--- src/rtl/mux4_rr_feeder.sv ---
// Four-channel valid/ready feeder for a 4:1 mux: one-entry holding register per
// channel, round-robin select and a valid/ready handshake on the mux output.
module mux4_rr_feeder #(
   parameter int unsigned WIDTH = 4,
   parameter int unsigned CNT_W = 8
) (
   input  logic             clk,
   input  logic             rst_n,
   input  logic [3:0]       in_valid,
   output logic [3:0]       in_ready,
   input  logic [WIDTH-1:0] in_data0,
   input  logic [WIDTH-1:0] in_data1,
   input  logic [WIDTH-1:0] in_data2,
   input  logic [WIDTH-1:0] in_data3,
   output logic [WIDTH-1:0] d0,
   output logic [WIDTH-1:0] d1,
   output logic [WIDTH-1:0] d2,
   output logic [WIDTH-1:0] d3,
   output logic [1:0]       s,
   output logic             out_valid,
   input  logic             out_ready,
   output logic [CNT_W-1:0] xfer_cnt
);

   typedef enum logic {
      ST_IDLE    = 1'b0,
      ST_PRESENT = 1'b1
   } state_t;

   state_t           r_state;
   logic [3:0]       r_full;
   logic [WIDTH-1:0] r_hold0;
   logic [WIDTH-1:0] r_hold1;
   logic [WIDTH-1:0] r_hold2;
   logic [WIDTH-1:0] r_hold3;
   logic [1:0]       r_s;
   logic             r_out_valid;
   logic [CNT_W-1:0] r_xfer_cnt;
   logic [1:0]       r_last_grant;

   logic       w_hs;
   logic [3:0] w_cap;
   logic [3:0] w_drain;
   logic [3:0] w_pending;
   logic [1:0] w_base;
   logic [1:0] w_cand;
   logic [1:0] w_pick;
   logic       w_any;

   assign w_hs    = r_out_valid & out_ready;
   assign w_cap   = in_valid & ~r_full;
   assign w_drain = w_hs ? (4'b0001 << r_s) : 4'b0000;

   // While presenting, the word being taken is excluded and the search starts after it.
   always_comb begin
      w_pending = r_full;
      w_base    = r_last_grant;
      if (r_state == ST_PRESENT) begin
         w_pending = r_full & ~(4'b0001 << r_s);
         w_base    = r_s;
      end
   end

   // Round-robin search base+1..base+4; scanning downward lets the nearest hit win.
   always_comb begin
      w_pick = w_base;
      w_any  = 1'b0;
      w_cand = w_base;
      for (int k = 4; k >= 1; k--) begin
         w_cand = w_base + 2'(k);
         if (w_pending[w_cand]) begin
            w_pick = w_cand;
            w_any  = 1'b1;
         end
      end
   end

   always_ff @(posedge clk) begin
      if (!rst_n) begin
         r_state      <= ST_IDLE;
         r_full       <= 4'b0000;
         r_hold0      <= '0;
         r_hold1      <= '0;
         r_hold2      <= '0;
         r_hold3      <= '0;
         r_s          <= 2'd0;
         r_out_valid  <= 1'b0;
         r_xfer_cnt   <= '0;
         r_last_grant <= 2'd3;
      end else begin
         if (w_cap[0]) r_hold0 <= in_data0;
         if (w_cap[1]) r_hold1 <= in_data1;
         if (w_cap[2]) r_hold2 <= in_data2;
         if (w_cap[3]) r_hold3 <= in_data3;
         r_full <= (r_full | w_cap) & ~w_drain;

         if (w_hs) begin
            r_last_grant <= r_s;
            r_xfer_cnt   <= r_xfer_cnt + CNT_W'(1);
         end

         case (r_state)
            ST_IDLE: begin
               if (w_any) begin
                  r_s         <= w_pick;
                  r_out_valid <= 1'b1;
                  r_state     <= ST_PRESENT;
               end
            end
            ST_PRESENT: begin
               if (w_hs) begin
                  if (w_any) begin
                     r_s <= w_pick;
                  end else begin
                     r_out_valid <= 1'b0;
                     r_state     <= ST_IDLE;
                  end
               end
            end
            default: begin
               r_out_valid <= 1'b0;
               r_state     <= ST_IDLE;
            end
         endcase
      end
   end

   assign in_ready  = ~r_full;
   assign d0        = r_hold0;
   assign d1        = r_hold1;
   assign d2        = r_hold2;
   assign d3        = r_hold3;
   assign s         = r_s;
   assign out_valid = r_out_valid;
   assign xfer_cnt  = r_xfer_cnt;

endmodule

--- config.mk ---
export PLATFORM = sky130hd
export DESIGN_NAME = mux4_rr_feeder
export DESIGN_NICKNAME = d
export VERILOG_FILES = /design/src/rtl/mux4_rr_feeder.sv
export SDC_FILE = /design/constraint.sdc
export NUM_CORES = 1
export LEC_CHECK = 0
export BUFFER_PORTS_ARGS = -buffer_cell sky130_fd_sc_hd__clkbuf_2
export CAP_MARGIN = 10
export CORE_MARGIN = 2
export CORE_UTILIZATION = 50
export CTS_CLUSTER_SIZE = 30
export DETAILED_ROUTE_END_ITERATION = 10
export PLACE_DENSITY = 0.79
export SETUP_SLACK_MARGIN = 0.05
export SLEW_MARGIN = 30
export SYNTH_ARGS = -nofsm -noshare
export SYNTH_HDL_FRONTEND = slang
export SYNTH_SLANG_ARGS = --single-unit
--- constraint.sdc ---
create_clock -name clk -period 1.95 [get_ports clk]
set_input_delay 0.39 -clock clk [delete_from_list [all_inputs] [get_ports clk]]
set_output_delay 0.39 -clock clk [all_outputs]
set_load 0.05 [all_outputs]
==> reports/qor.csv, run 1 <==
metric;value;unit
crit_slowest_cell;dfxtp_1;
hold_path_end;d3[1];
wl;3370;µm
grt_setup_unrepaired;no;
die_area;3740;µm²
slew-limit-headroom;0.644;
cp_cell_sequence;mux2i_1, nor2_1, nor4b_1, o32ai_1;
dieWidth;61.1;µm
fin_util;0.635;
synth_cells;182;
dieHeight;61.1;µm
seq_power_share;0.492;
vdd_drop_max;0.491;mV
setup_viol;0;
pwr-share-clk;0.241;
layout_common_cells;53 x clkbuf_2, 33 x dfxtp_1, 21 x mux2i_1, 21 x nor2b_1, 13 x nand2_1;
reg2reg_from;r_state;
pre_cts_slack;0.228;ns
power_frac_comb;0.266;
swShare;0.353;
syn2layout_area_growth;19.7;%
switchingPower;0.000583;W
drt-pass1-iter-count;4;
n_antenna_cell;0;
yosysWarnings;0;
tightest_slew;0.534;ns
fillers;287;
track_usage;0.195;
ys_ff_latch;34;
clock-sinks;34;
hold_start;in_data3[1];
finalCriticalPeriod;1.66;ns
crit_arrival;1.87;ns
cts_buffers;5;
timing.max_cap.violations;0;
drt-initial-drc-count;137;
min_path_cells;3;
fp-row-count;20;
grt_max_degree;21;
synthArstFlopShare;0;
status;finished, final reports clean;
critPathMaxStageDelay;0.67;ns
syn_nets;206;
antenna_found_initial;0;
seq_area_frac_synth;0.417;
path_class;reg2reg;
ant_nets;0;
rr_worst_depth;4;
htree_levels;2;
grt_overflow;0;
finalSetupTns;0;ns
finalHoldViolCount;0;
setup_slack;0.290;ns
cts_resized;0;
post_cts_buffers;0;
ff2ff_setup_slack;0.29;ns
clk_path_buf_depth;2;
timing.fmax;602;MHz
finClkSkew;0.00829;ns
io_pins;54;
end_kind;flip-flop;
core-area;3080;µm²
drc_errors;0;
cellLeakagePower;0.862;nW
p_int;0.00107;W
initial_core_util;0.530;
clk_latency;0.33;ns
hold_path.class;in2reg;
io_buffers;53;
hpwl;2560;µm
first_global_vias;1259;
final_nets;253;
drv_slew;0;
vias_per_cell;5.25;
synth_area;1630;µm²
synth_flop_cell;dfxtp_1;
grt_pass1_wl;5440;µm
final_common_cell;clkbuf_2;
cp-start-kind;flip-flop;
syn_area_per_cell;8.97;µm²
drive_above_1_share;0.283;
clockRootBuffer;clkbuf_4;
synth_edf_count;0;
vias;1439;
r2r-end;s[1];
yosys.cell_types.count;36;
clk_pin_slew;0.10;ns
ctsHoldBuffers;0;
post-route-period-util;0.851;
worstPathRequired;2.16;ns
cts_tree;built;
wire_per_inst;12.3;µm
crit_fanout;17;
gp_congestion;0.902;
pwr_density_cell;845;nW/µm²
[sequential cells by signal, summed over array words and instances (netlist names)]
register and cells:
d2 4, d0 4, r_state 1, s 2
r_last_grant 2, d3 4, out_valid 1, d1 4
r_full 4, xfer_cnt 8
[cells in the mapped netlist (all sizes together), types with 5 or more instances]
cell    instances  share of area
and2            6          0.023
buf             8          0.030
clkbuf          7          0.016
dfxtp          34           0.42
inv             7          0.016
mux2i          21           0.13
nand2          13          0.030
nor2            8          0.018
nor2b          21          0.080
o21ai          10          0.031
xnor2           5          0.027
[worst max path at each step]
stage               slack [ns]     from   end
floorplan                 0.20     s[0]  s[1]
global placement          0.27     s[0]  s[1]
detailed placement        0.23     s[0]  s[1]
CTS                       0.17     s[0]  s[0]
global route              0.11  r_state  s[1]
finish                    0.29  r_state  s[1]
[layer usage]
| metal | routed length, µm | up-vias | track usage |
|---|---|---|---|
| li1 | - | 731 | - |
| met2 | 1590 | 43 | 0.295 |
| met3 | 224 | 3 | 0.0588 |
| met5 | 0 | - | 0 |
| met4 | 25 | 0 | 0.0683 |
| met1 | 1530 | 662 | 0.264 |
[critical path: cells and delay by family, from the launching register on]
kind	cells	cell delay, ns
compound gates	1	0.13
flops	1	0.67
simple gates	2	0.38
mux	1	0.36
[logic make-up after synthesis]
logic type,share of synthesized area
buffers and inverters,0.0621
flip-flops,0.417
AND/OR/NAND/NOR,0.207
AO/OA/AOI/OAI,0.151
multiplexers,0.129
adder cells (fa/ha/maj),0.00766
XOR/XNOR,0.0268
[metrics by stage]
step	power [W]	hold slack [ns]	cells	cell area, µm²
floorplan	0.00118	0.517	182	1630
global placement	0.00126	0.471	266	1890
detailed placement	0.00127	0.505	266	1890
CTS	0.00166	0.300	274	1950
global route	0.00174	0.308	274	1950
finish	0.00165	0.314	274	1950
[area by class of cell]
cell class                      instances  area, µm²  share of cell area
Tap cell                               44       55.1              0.0282
Timing Repair Buffer                   55        280               0.143
Clock inverter                          1       5.00             0.00256
Multi-Input combinational cell        126        851               0.435
Clock buffer                            7       55.1              0.0282
Inverter                                7       26.3              0.0134
Sequential cell                        34        682               0.349
[power by group through the flow]
stage,Combinational [W],Clock (W),Sequential (W)
after floorplan,0.000269,0,0.000907
after global placement,0.000436,0,0.000825
after detailed placement,0.000440,0,0.000826
after CTS,0.000440,0.000411,0.000811
after global routing,0.000477,0.000443,0.000822
final,0.000439,0.000399,0.000813
Power figures use the tool's default switching activity.
==> run 2, diff against run 1 <==
Settings changed: CORE_UTILIZATION 50 to 45, PLACE_DENSITY 0.79 to 0.72.
==> run 2 against run 1 <==
Compared with the run above: cell count is 0.73% higher; highest routed layer unchanged; largest cell class unchanged; flip-flop and latch count is the same; critical endpoint is now in_ready[3]; fmax decreased by 1.4%; clock power rose by 27%.
==> reports/qor.csv, run 2 (synthesized netlist as in run 1, its figures left out) <==
metric;value;unit;change
status;finished, final reports clean;;unchanged
clockRootBuffer;clkbuf_4;;unchanged
finalHoldViolCount;0;;unchanged
stdcell_count;276;;was 274
end_kind;output port;;was flip-flop
crit_arrival;1.29;ns;was 1.87 ns
drive_above_1_share;0.287;;was 0.283
gp_congestion;0.938;;was 0.902
cp_cell_sequence;inv_1, clkbuf_2;;was mux2i_1, nor2_1, nor4b_1, o32ai_1
pwr_density_cell;890;nW/µm²;was 845 nW/µm²
cp-start-kind;flip-flop;;unchanged
cellLeakagePower;0.871;nW;was 0.862 nW
grt_pass1_wl;5830;µm;was 5440 µm
vdd_drop_max;0.628;mV;was 0.491 mV
dieHeight;64.2;µm;was 61.1 µm
cts_buffers;5;;unchanged
multi_input_area;851;µm²;unchanged
ant_nets;0;;unchanged
crit_slowest_cell;dfxtp_1;;unchanged
clk_latency;0.34;ns;was 0.33 ns
dieWidth;64.2;µm;was 61.1 µm
drt-initial-drc-count;89;;was 137
grt_setup_unrepaired;no;;unchanged
hpwl;2530;µm;was 2560 µm
crit_fanout;9;;was 17
slew-limit-headroom;0.622;;was 0.644
cts_resized;0;;unchanged
io_pins;54;;unchanged
drv_slew;0;;unchanged
core-area;3420;µm²;was 3080 µm²
worstPathRequired;1.56;ns;was 2.16 ns
grt_overflow;0;;unchanged
setup_viol;0;;unchanged
path_class;reg2out;;was reg2reg
final_cell_area;1970;µm²;was 1950 µm²
wl;3420;µm;was 3370 µm
antenna_found_initial;0;;unchanged
vias_per_cell;5.16;;was 5.25
critPathMaxStageDelay;0.51;ns;was 0.67 ns
clk_pin_slew;0.10;ns;about the same
clock-sinks;34;;unchanged
layout_common_cells;53 x clkbuf_2, 33 x dfxtp_1, 21 x mux2i_1, 21 x nor2b_1, 13 x nand2_1;;unchanged
finalCriticalPeriod;1.68;ns;was 1.66 ns
initial_core_util;0.478;;was 0.530
n_antenna_cell;0;;unchanged
ctsHoldBuffers;0;;unchanged
seq_area;682;µm²;unchanged
syn2layout_area_growth;20.9;%;was 19.7%
fp-row-count;21;;was 20
post-route-period-util;0.863;;was 0.851
finClkSkew;0.00562;ns;was 0.00829 ns
grt_max_degree;26;;was 21
finalSetupTns;0;ns;unchanged
clk_path_buf_depth;2;;unchanged
drc_errors;0;;unchanged
track_usage;0.181;;was 0.195
drt-pass1-iter-count;4;;unchanged
vias;1423;;was 1439
largest_reg_flops;8;;unchanged
htree_levels;2;;unchanged
io_buffers;53;;unchanged
post_cts_buffers;0;;unchanged
timing.fmax;594;MHz;was 602 MHz
fillers;341;;was 287
place_area;1900;µm²;was 1890 µm²
final_nets;253;;unchanged
first_global_vias;1290;;was 1259
fin_util;0.578;;was 0.635
die_area;4130;µm²;was 3740 µm²
dp.cells;268;;was 266
hold_path.class;in2reg;;unchanged
tightest_slew;0.566;ns;was 0.534 ns
timing.max_cap.violations;0;;unchanged
final_common_cell;clkbuf_2;;unchanged
wire_per_inst;12.4;µm;was 12.3 µm
cts_tree;built;;unchanged
-- run 2: changes by cell type in the layout (fill, tap and decap cells not counted), sizes merged --
cell / delta
clkinv: +1
clkbuf: -2
bufinv: +1
-- run 2: final timing paths --
kind	slack, ns	cells past startpoint	from	end
max reg2reg	0.30	4	r_state	s[0]
min	0.30	3	in_data1[0]	d1[0]
max	0.27	2	r_full[3]	in_ready[3]
min reg2reg	0.49	2	xfer_cnt[7]	xfer_cnt[7]
-- run 2: area by class of cell --
| type | count | area share |
|---|---|---|
| multi-input combinational | 126 | 0.431 |
| sequential | 34 | 0.345 |
| timing repair buffer | 55 | 0.142 |
| tap | 46 | 0.0292 |
| clock inverter | 3 | 0.0203 |
| clock buffer | 5 | 0.0190 |
| inverter | 7 | 0.0133 |
-- run 2: layer usage --
layer / GRT usage / wire length [µm] / up-vias
met4: 0.0638 / 43 / 0
met5: 0 / 0 / -
li1: - / - / 725
met3: 0.0687 / 228 / 4
met2: 0.271 / 1550 / 46
met1: 0.239 / 1600 / 648
-- run 2: critical path, delay by kind of cell (launching register included) --
kind                   cells  cell delay (ns)
buffers and inverters      2             0.45
DFF                        1             0.51
-- run 2: stage by stage --
stage	setup WS, ns	power [W]	hold WS, ns
after floorplan	0.205	0.00118	0.517
after global placement	0.275	0.00126	0.476
after detailed placement	0.223	0.00127	0.482
after CTS	0.168	0.00177	0.290
after global routing	0.140	0.00186	0.287
final	0.267	0.00176	0.303
-- run 2: power breakdown --
group          switching [W]  leakage, nW  internal [W]  total [W]
registers          0.0000703        0.280      0.000743   0.000814
clock network       0.000239       0.0450      0.000265   0.000505
logic               0.000290        0.547      0.000149   0.000439
